**config.mk**
```make
export PLATFORM = sky130hd
export DESIGN_NAME = mem_stage_bus
export DESIGN_NICKNAME = d
export VERILOG_FILES = /design/src/rtl/mem_stage_bus_pkg.sv /design/src/rtl/mem_stage_bus_align.sv /design/src/rtl/mem_stage_bus.sv
export SDC_FILE = /design/constraint.sdc
export NUM_CORES = 1
export LEC_CHECK = 0
export BUFFER_PORTS_ARGS = -buffer_cell sky130_fd_sc_hd__buf_2
export CAP_MARGIN = 0
export CORE_MARGIN = 5
export CORE_UTILIZATION = 30
export CTS_CLUSTER_DIAMETER = 120
export DETAILED_ROUTE_END_ITERATION = 10
export GPL_TIMING_DRIVEN = 0
export SYNTH_ARGS = -nofsm -noshare
export SYNTH_HDL_FRONTEND = slang
export SYNTH_SLANG_ARGS = --single-unit
```
**constraint.sdc**
```tcl
create_clock -name cpu_clk_50M -period 8.3 [get_ports cpu_clk_50M]
set_clock_uncertainty 0.05 [all_clocks]
set_input_delay 1.66 -clock cpu_clk_50M [delete_from_list [all_inputs] [get_ports cpu_clk_50M]]
set_output_delay 1.66 -clock cpu_clk_50M [all_outputs]
set_load 0.1 [all_outputs]
```
**src/rtl/mem_stage_bus_pkg.sv**
```systemverilog
// Shared definitions for the memory-access stage: op codes, exception codes,
// FSM state encoding and the MEM/WB control payload.
package mem_stage_bus_pkg;

    // Memory op codes as they arrive from the execute stage.
    localparam logic [7:0] OP_LB = 8'h90;
    localparam logic [7:0] OP_LW = 8'h92;
    localparam logic [7:0] OP_SB = 8'h98;
    localparam logic [7:0] OP_SW = 8'h9A;

    // Exception codes reported alongside mem_exc_o.
    localparam logic [1:0] MEXC_NONE  = 2'b00;
    localparam logic [1:0] MEXC_ALIGN = 2'b01;
    localparam logic [1:0] MEXC_BUS   = 2'b10;

    typedef enum logic {
        MEM_IDLE = 1'b0,
        MEM_WAIT = 1'b1
    } mem_state_e;

    // Control fields registered into the MEM/WB boundary.
    typedef struct packed {
        logic [4:0] wa;
        logic       wreg;
        logic       whilo;
        logic       mreg;
        logic [3:0] dre;
    } wb_ctrl_t;

    localparam wb_ctrl_t WB_BUBBLE = '0;

endpackage

```
**src/rtl/mem_stage_bus_align.sv**
```systemverilog
// Byte-lane formatting for data-memory accesses (purely combinational).
// Ports:
//   aluop_i    op code
//   addr_lo_i  effective address bits [1:0]
//   rt_i       store data
//   is_load_o  op is LB/LW
//   is_store_o op is SB/SW
//   we_o       byte-lane write strobes
//   din_o      lane-formatted write data
//   dre_o      read lanes for loads
//   misal_o    word access with a non-zero byte offset
module mem_stage_bus_align
    import mem_stage_bus_pkg::*;
(
    input  logic [7:0]  aluop_i,
    input  logic [1:0]  addr_lo_i,
    input  logic [31:0] rt_i,
    output logic        is_load_o,
    output logic        is_store_o,
    output logic [3:0]  we_o,
    output logic [31:0] din_o,
    output logic [3:0]  dre_o,
    output logic        misal_o
);

    // Decode op and place data on lane k = addr[1:0].
    always_comb begin
        is_load_o  = 1'b0;
        is_store_o = 1'b0;
        we_o       = 4'b0000;
        din_o      = 32'h0;
        dre_o      = 4'b0000;
        misal_o    = 1'b0;
        case (aluop_i)
            OP_LB: begin
                is_load_o = 1'b1;
                dre_o     = 4'b0001 << addr_lo_i;
            end
            OP_LW: begin
                is_load_o = 1'b1;
                dre_o     = 4'b1111;
                misal_o   = (addr_lo_i != 2'b00);
            end
            OP_SB: begin
                is_store_o = 1'b1;
                we_o       = 4'b0001 << addr_lo_i;
                din_o      = {4{rt_i[7:0]}};
            end
            OP_SW: begin
                is_store_o = 1'b1;
                we_o       = 4'b1111;
                // Word stores go out byte-reversed onto the bus.
                din_o      = {rt_i[7:0], rt_i[15:8], rt_i[23:16], rt_i[31:24]};
                misal_o    = (addr_lo_i != 2'b00);
            end
            default: ;
        endcase
    end

endmodule

```
**src/rtl/mem_stage_bus.sv**
```systemverilog
// Memory-access stage: drives a req/ack data-memory bus for LB/LW/SB/SW,
// stalls upstream while waiting, and registers results into MEM/WB.
// Ports:
//   cpu_clk_50M, cpu_rst          clock, async active-high reset
//   mem_*_i                       instruction fields from execute
//   mem_stall_o                   hold upstream
//   dce_o/daddr_o/we_o/din_o      bus request (combinational)
//   dack_i/drdata_i               bus response
//   wb_*_o                        registered MEM/WB outputs
//   mem_exc_o/mem_exc_code_o      exception pulse and code
module mem_stage_bus
    import mem_stage_bus_pkg::*;
#(
    parameter int unsigned MAX_WAIT = 15,
    parameter int unsigned CNT_W    = 8
) (
    input  logic        cpu_clk_50M,
    input  logic        cpu_rst,
    input  logic        mem_valid_i,
    input  logic [7:0]  mem_aluop_i,
    input  logic [4:0]  mem_wa_i,
    input  logic        mem_wreg_i,
    input  logic        mem_whilo_i,
    input  logic        mem_mreg_i,
    input  logic [31:0] mem_wd_i,
    input  logic [31:0] mem_din_i,
    input  logic [63:0] mem_hilo_i,
    output logic        mem_stall_o,
    output logic        dce_o,
    output logic [31:0] daddr_o,
    output logic [3:0]  we_o,
    output logic [31:0] din_o,
    input  logic        dack_i,
    input  logic [31:0] drdata_i,
    output logic [4:0]  wb_wa_o,
    output logic        wb_wreg_o,
    output logic        wb_whilo_o,
    output logic        wb_mreg_o,
    output logic [31:0] wb_dreg_o,
    output logic [63:0] wb_dhilo_o,
    output logic [3:0]  wb_dre_o,
    output logic [31:0] wb_dm_o,
    output logic        mem_exc_o,
    output logic [1:0]  mem_exc_code_o
);

    logic        is_load, is_store, misal;
    logic [3:0]  al_we, al_dre;
    logic [31:0] al_din;

    mem_stage_bus_align u_align (
        .aluop_i    (mem_aluop_i),
        .addr_lo_i  (mem_wd_i[1:0]),
        .rt_i       (mem_din_i),
        .is_load_o  (is_load),
        .is_store_o (is_store),
        .we_o       (al_we),
        .din_o      (al_din),
        .dre_o      (al_dre),
        .misal_o    (misal)
    );

    logic memop, misal_v, go;
    assign memop   = mem_valid_i & (is_load | is_store);
    assign misal_v = memop & misal;
    assign go      = memop & ~misal;

    mem_state_e       state_q, state_d;
    logic [CNT_W-1:0] wait_cnt_q, wait_cnt_d;
    logic             at_max, abort, bus_en, complete;

    assign at_max = (wait_cnt_q == CNT_W'(MAX_WAIT));

    // State register and wait counter.
    always_ff @(posedge cpu_clk_50M or posedge cpu_rst) begin
        if (cpu_rst) begin
            state_q    <= MEM_IDLE;
            wait_cnt_q <= '0;
        end else begin
            state_q    <= state_d;
            wait_cnt_q <= wait_cnt_d;
        end
    end

    // Next state; the counter is never advanced past MAX_WAIT.
    always_comb begin
        state_d    = state_q;
        wait_cnt_d = wait_cnt_q;
        case (state_q)
            MEM_IDLE: begin
                if (go && !dack_i) begin
                    state_d    = MEM_WAIT;
                    wait_cnt_d = CNT_W'(1);
                end
            end
            MEM_WAIT: begin
                // Leaving WAIT on ack, on timeout, or if the request vanishes.
                if (!go || dack_i || at_max) begin
                    state_d    = MEM_IDLE;
                    wait_cnt_d = '0;
                end else begin
                    wait_cnt_d = wait_cnt_q + CNT_W'(1);
                end
            end
            default: begin
                state_d    = MEM_IDLE;
                wait_cnt_d = '0;
            end
        endcase
    end

    // Bus outputs and stall; all forced low while reset is asserted.
    always_comb begin
        abort       = (state_q == MEM_WAIT) & go & ~dack_i & at_max;
        bus_en      = go & ~abort & ~cpu_rst;
        complete    = bus_en & dack_i;
        mem_stall_o = bus_en & ~dack_i;
        dce_o       = bus_en;
        daddr_o     = bus_en ? {mem_wd_i[31:2], 2'b00} : 32'h0;
        we_o        = bus_en ? al_we : 4'b0000;
        din_o       = bus_en ? al_din : 32'h0;
    end

    wb_ctrl_t    wb_ctrl_q, wb_ctrl_d;
    logic [31:0] dreg_q, dreg_d, dm_q, dm_d;
    logic [63:0] dhilo_q, dhilo_d;
    logic        exc_q, exc_d;
    logic [1:0]  exc_code_q, exc_code_d;

    // MEM/WB next values; anything not completing or passing through is a bubble.
    always_comb begin
        wb_ctrl_d  = WB_BUBBLE;
        dreg_d     = dreg_q;
        dhilo_d    = dhilo_q;
        dm_d       = dm_q;
        exc_d      = 1'b0;
        exc_code_d = MEXC_NONE;
        if (misal_v) begin
            exc_d      = 1'b1;
            exc_code_d = MEXC_ALIGN;
        end else if (abort) begin
            exc_d      = 1'b1;
            exc_code_d = MEXC_BUS;
        end else if (complete) begin
            wb_ctrl_d.wa    = mem_wa_i;
            wb_ctrl_d.wreg  = mem_wreg_i & is_load;
            wb_ctrl_d.whilo = mem_whilo_i;
            wb_ctrl_d.mreg  = mem_mreg_i;
            wb_ctrl_d.dre   = al_dre;
            dreg_d          = mem_wd_i;
            dhilo_d         = mem_hilo_i;
            if (is_load) begin
                dm_d = drdata_i;
            end
        end else if (mem_valid_i && !memop) begin
            wb_ctrl_d.wa    = mem_wa_i;
            wb_ctrl_d.wreg  = mem_wreg_i;
            wb_ctrl_d.whilo = mem_whilo_i;
            wb_ctrl_d.mreg  = mem_mreg_i;
            dreg_d          = mem_wd_i;
            dhilo_d         = mem_hilo_i;
        end
    end

    // MEM/WB boundary registers.
    always_ff @(posedge cpu_clk_50M or posedge cpu_rst) begin
        if (cpu_rst) begin
            wb_ctrl_q  <= WB_BUBBLE;
            dreg_q     <= '0;
            dhilo_q    <= '0;
            dm_q       <= '0;
            exc_q      <= 1'b0;
            exc_code_q <= MEXC_NONE;
        end else begin
            wb_ctrl_q  <= wb_ctrl_d;
            dreg_q     <= dreg_d;
            dhilo_q    <= dhilo_d;
            dm_q       <= dm_d;
            exc_q      <= exc_d;
            exc_code_q <= exc_code_d;
        end
    end

    assign wb_wa_o        = wb_ctrl_q.wa;
    assign wb_wreg_o      = wb_ctrl_q.wreg;
    assign wb_whilo_o     = wb_ctrl_q.whilo;
    assign wb_mreg_o      = wb_ctrl_q.mreg;
    assign wb_dre_o       = wb_ctrl_q.dre;
    assign wb_dreg_o      = dreg_q;
    assign wb_dhilo_o     = dhilo_q;
    assign wb_dm_o        = dm_q;
    assign mem_exc_o      = exc_q;
    assign mem_exc_code_o = exc_code_q;

endmodule

```
## After elaboration in Yosys (flattened, before gate mapping)

Cells that the tools add are included.

- Output and inout bits: 213
- Input port bits: 180
- Bits in writable memories: 0
- Memories kept: 0
- Word-level logic and storage cells: 80
- Bits in read-only memories: 0
- Latch bits: 0
- Register bits: 152

- Divide/modulo/power cells: 0
- Magnitude comparators: 0
- Multiplexer cells: 28
- Shifts and indexed selects: 1
- $mul: 0
- Reductions and logical operators: 14
- Equal/unequal tests: 6
- Add/sub/neg operators: 1
- Bitwise logic cells: 18

Operators by type and width:

| operator | number |
|---|---|
| $mux 32 | 4 |
| $mux 64 | 2 |
| $pmux 32 s2 | 1 |
| $eq 8x8->1 const B | 4 |
| $mux 8 | 4 |
| $mux 12 | 2 |
| $pmux 4 s2 | 2 |
| $pmux 8 s2 | 1 |
| $and 1x1->1 | 11 |
| $add 8x1->8 const B | 1 |
| $eq 8x4->1 const B | 1 |
| $mux 4 | 2 |
| $mux 1 | 7 |
| $not 1->1 | 6 |
| $reduce_or 2->1 | 3 |
| $mux 2 | 2 |
| $reduce_and 4->1 | 1 |
| $reduce_bool 2->1 | 2 |
| $shl 1x2->4 const A | 1 |
| $logic_not 1->1 | 3 |
| $reduce_and 3->1 | 1 |
| $logic_and 1x1->1 | 2 |
| $logic_or 1x1->1 | 2 |
| $ne 2x2->1 const B | 1 |
| 2 further kinds | 2 |

## Depth between registers and ports, before layout

- Depth in word-level cells: 16
- Gate-level depth with buffers: 7
- Gate-level depth less buffers: 5

## Hierarchy

A second synthesis with hierarchy kept.

- Cells, all modules: 537
- Area total of the unflattened synthesis: 6967.9 um2

Modules (own cells, without submodules):

| module | instances | cells an instance | seq. area each (um2) | area each (um2) |
|---|---|---|---|---|
| mem_stage_bus | 1 | 442 | 3803.6 | 6317.3 |
| mem_stage_bus_align | 1 | 95 | 0.0 | 650.6 |

## Least setup slack after synthesis

No wires, ideal clock.

- Path kind: input to output
- From: input cpu_rst
- To: output mem_stall_o
- Slack: 0.733 ns
- Arrival: 5.857 ns
- Required time: 6.590 ns
- Path buffers: 0
- Stages on the path: 2
- Cell sequence: inv_1 and2_1

- Cells in the longest elaborated chain, start to end: 3

RTL lines:

| item | line | source |
|---|---|---|
| from (decl) | mem_stage_bus.sv:18 | `input logic cpu_rst,` |
| $not 1->1 | mem_stage_bus.sv:115 | `bus_en = go & ~abort & ~cpu_rst;` |
| $and 1x1->1 | mem_stage_bus.sv:115 |  |
| $and 1x1->1 | mem_stage_bus.sv:117 | `mem_stall_o = bus_en & ~dack_i;` |
| to (decl) | mem_stage_bus.sv:28 | `output logic mem_stall_o,` |

Every way passes these cells.

## Worst setup path after layout

- From: input mem_aluop_i[0]
- To: output din_o[16]

- Cells in the longest elaborated chain, start to end: 13
- Elaborated cells between the ends (all ways): 22
- Classes of those cells: eq/ne (4); mux (5); bitwise (10); reduce/logical (3)

RTL lines:

| item | line | source |
|---|---|---|
| from (decl) | mem_stage_bus.sv:20 | `input logic [7:0] mem_aluop_i,` |
| $eq 8x8->1 | mem_stage_bus_align.sv:34 | `case (aluop_i)` |
| $reduce_or 2->1 (no line) | - |  |
| $mux 1 | mem_stage_bus_align.sv:34 |  |
| $or 1x1->1 | mem_stage_bus.sv:64 | `assign memop = mem_valid_i & (is_load \| is_store);` |
| $and 1x1->1 | mem_stage_bus.sv:64 |  |
| $and 1x1->1 | mem_stage_bus.sv:66 | `assign go = memop & ~misal;` |
| $and 1x1->1 (3 in series) | mem_stage_bus.sv:114 | `abort = (state_q == MEM_WAIT) & go & ~dack_i & at_max;` |
| $not 1->1 (no line) | - |  |
| $and 1x1->1 (2 in series) | mem_stage_bus.sv:115 |  |
| $mux 32 * | mem_stage_bus.sv:121 | `din_o = bus_en ? al_din : 32'h0;` |
| to (decl) | mem_stage_bus.sv:32 | `output logic [31:0] din_o,` |

Every way passes the cells marked *; elsewhere a longest branch is shown, timed or not.

==> run_results.csv <==
group,metric,value,unit
clock_tree,cts.path.max_buffers,2,
sta,finalSetupViolCount,0,
power,p_sw_share,39.9,%
die,die_h,158,um
logic_synthesis,synth_edf_count,0,
run_status,status,"complete, no violations",
layout,fin_area,9490,um^2
drt,vias,5433,
die,dieWidth,158,um
setup_path,crit_type,"input port to primary output",
placement,place_hpwl,18100,um
clock_tree,cts_buffers,17,
logic_synthesis,synth_top_cell_area_share,57.9,%
logic_synthesis,yosysWarnings,0,
sta,fin_ws,2.27,ns
grt,first_global_vias,5571,
logic_synthesis,ys.flop_type,"dfrtp_1",
drt,drc,0,
setup_path,arrival,4.32,ns
grt,grt_overflow,0,
clock_tree,cts_sinks,152,
clock_tree,postCtsSetupRepairBufs,0,
drt,drtIter0Drc,181,
placement,portBuffers,390,
die,fp.coreArea,21700,um^2
die,die_area,25000,um^2
placement,place_ws,2.24,ns
layout,nNetsFinal,1082,
sta,post-route-min-period,6.03,ns
die,io_pins,393,
sta,max_freq,166,MHz
drt,dr.pass1.iters,5,
logic_synthesis,synth_common_cells,"dfrtp_1 (152), mux2_2 (103), and3_1 (50)",
sta,grt_setup_unrepaired,"false",
drt,vias_per_cell,4.55,
layout,drive_above_1_share,63.0,%
logic_synthesis,synth_seq_cells,152,
power,ir_drop,0.110,mV
logic_synthesis,postSynthCellCount,490,
sta,tightest_slew,0.742,ns
logic_synthesis,yosysTopAreaCell,"dfrtp_1",
hold_path,hp-class,"flip-flop to flip-flop",
power,power.density,233,nW/um^2
grt,antenna_found_initial,5,
power,seq_power_share,37.2,%
sta,finalSetupTns,0,ns
power,internal_power,0.00133,W
layout,final_core_util,43.7,%
clock_tree,insertion_delay,0.41,ns
sta,hold_viol_final,0,
setup_path,cp_max_fo,10,
sta,fin_hold_ws,0.448,ns
logic_synthesis,avgSynthCellArea,13.4,um^2
logic_synthesis,synth.most_common_cell,"dfrtp_1",
layout,area_delta_synth_final,44.3,%
grt,track_usage,17.2,%
sta,slew_violations,0,
job,maxCapViolations,0,
power,p_switching,0.000882,W
placement,gp_congestion,0.897,
die,start_util,30.3,%
setup_path,required,6.59,ns
power,combinationalPowerShare,28.9,%
clock_tree,cts_tree,"built",
logic_synthesis,async_flop_share,100,%
drt,wl,22200,um
grt,grt_max_degree,109,
logic_synthesis,ys_seq_area_share,57.9,%
clock_tree,cts_resized,0,
logic_synthesis,synth_area_leaders,"dfrtp_1 (58%), mux2_2 (18%), mux2_4 (5.7%)",
grt,grt_pass1_wl,32200,um
power,p_leak,5.25,nW
placement,placed_area,8910,um^2
die,placementRows,54,
clock_tree,clockRootBuffer,"clkbuf_16",
clock_tree,cts.clk_slew.worst_paths,0.07,ns
drt,postRouteAntennaNets,0,
setup_path,cp-start-kind,"input port",
hold_path,hold_path_depth,1,
power,p_clk_share,33.9,%
sta,slew_headroom,50.2,%
clock_tree,ctsHoldBuffers,0,
drt,wl_per_cell,18.5,um
setup_path,crit_path_end_kind,"primary output",
clock_tree,cts_htree_levels,4,
logic_synthesis,syn_area,6570,um^2
setup_path,rr_worst_depth,6,
sta,post-route-period-util,72.7,%
logic_synthesis,synth.distinct_cells,37,
-- power by group through the flow --
stage / Combinational [W] / Sequential, W / Clock, W
floorplan: 0.0000974 / 0.00123 / 0
global placement: 0.000641 / 0.000833 / 0
detailed placement: 0.000646 / 0.000835 / 0
CTS: 0.000646 / 0.000821 / 0.000776
global route: 0.000662 / 0.000827 / 0.000811
finish: 0.000639 / 0.000820 / 0.000749
-- kinds of logic after synthesis --
family | synth area share, %
simple gates | 11.2
buf+inv | 2.93
compound gates | 4.15
fa+ha+maj | 0.190
xor+xnor | 0.267
other cells | 0.0570
flops | 57.9
mux | 23.4
-- layout by cell type, fill, tap and decap left out, types with 3 or more instances in the layout --
cell / count
nand3_1: 6
and3_1: 50
nor3b_1: 3
nand2_1: 28
buf_2: 397
nor2b_1: 3
a21oi_1: 29
nor2_1: 12
inv_1: 3
mux2_4: 25
clkbuf_16: 17
clkinv_4: 3
buf_6: 3
clkbuf_1: 16
inv_6: 3
buf_4: 7
nand2b_1: 10
mux2_2: 103
o21ai_0: 3
inv_8: 7
dfrtp_1: 152
a221o_1: 3
-- worst max-delay path: stages --
cell and delay, ns:
buf_2 0.10, or4b_4 0.59, nor4_4 0.59, nand3_1 0.43, clkbuf_1 0.31, a21oi_1 0.18
buf_2 0.45
-- worst paths after layout --
check                                     to      startpoint  slack [ns]
setup / recovery                   din_o[16]  mem_aluop_i[0]        2.27
hold / removal                 wb_dhilo_o[4]   wb_dhilo_o[4]        0.45
setup reg to reg                   mem_exc_o         state_q        6.26
hold reg to reg                wb_dhilo_o[4]   wb_dhilo_o[4]        0.45
max in group asynchronous  mem_exc_code_o[0]         cpu_rst        6.12
min in group asynchronous        wb_dm_o[24]         cpu_rst        1.22
-- sequential cells by signal, indices dropped and copies added (netlist names) --
| name | flops |
|---|---|
| wb_dre_o | 4 |
| wb_dhilo_o | 64 |
| wb_whilo_o | 1 |
| wb_dreg_o | 32 |
| wait_cnt_q | 8 |
| state_q | 1 |
| mem_exc_code_o | 2 |
| mem_exc_o | 1 |
| wb_wa_o | 5 |
| wb_wreg_o | 1 |
| wb_mreg_o | 1 |
| wb_dm_o | 32 |
-- area by class of cell --
class | instances | area [um^2]
Fill cell | 2108 | 12200
Sequential cell | 152 | 3800
Multi-Input combinational cell | 303 | 2580
Timing Repair Buffer | 391 | 1980
Clock buffer | 19 | 443
Tap cell | 280 | 350
Buffer | 32 | 178
Clock inverter | 13 | 128
Inverter | 4 | 22.5
Antenna cell | 1 | 2.50
-- stage by stage --
step | power [W] | cells
after global routing | 0.00230 | 1195
final | 0.00221 | 1195
after CTS | 0.00224 | 1194
after floorplan | 0.00133 | 491
after detailed placement | 0.00148 | 1162
after global placement | 0.00147 | 1161
-- layer usage --
layer  GRT usage [%]  share of wire, %
met1            18.8                36
met2            31.5                53
met5               0              0.15
met4            5.89               2.2
met3            5.60               8.8
(Power assumes the default switching activity.)
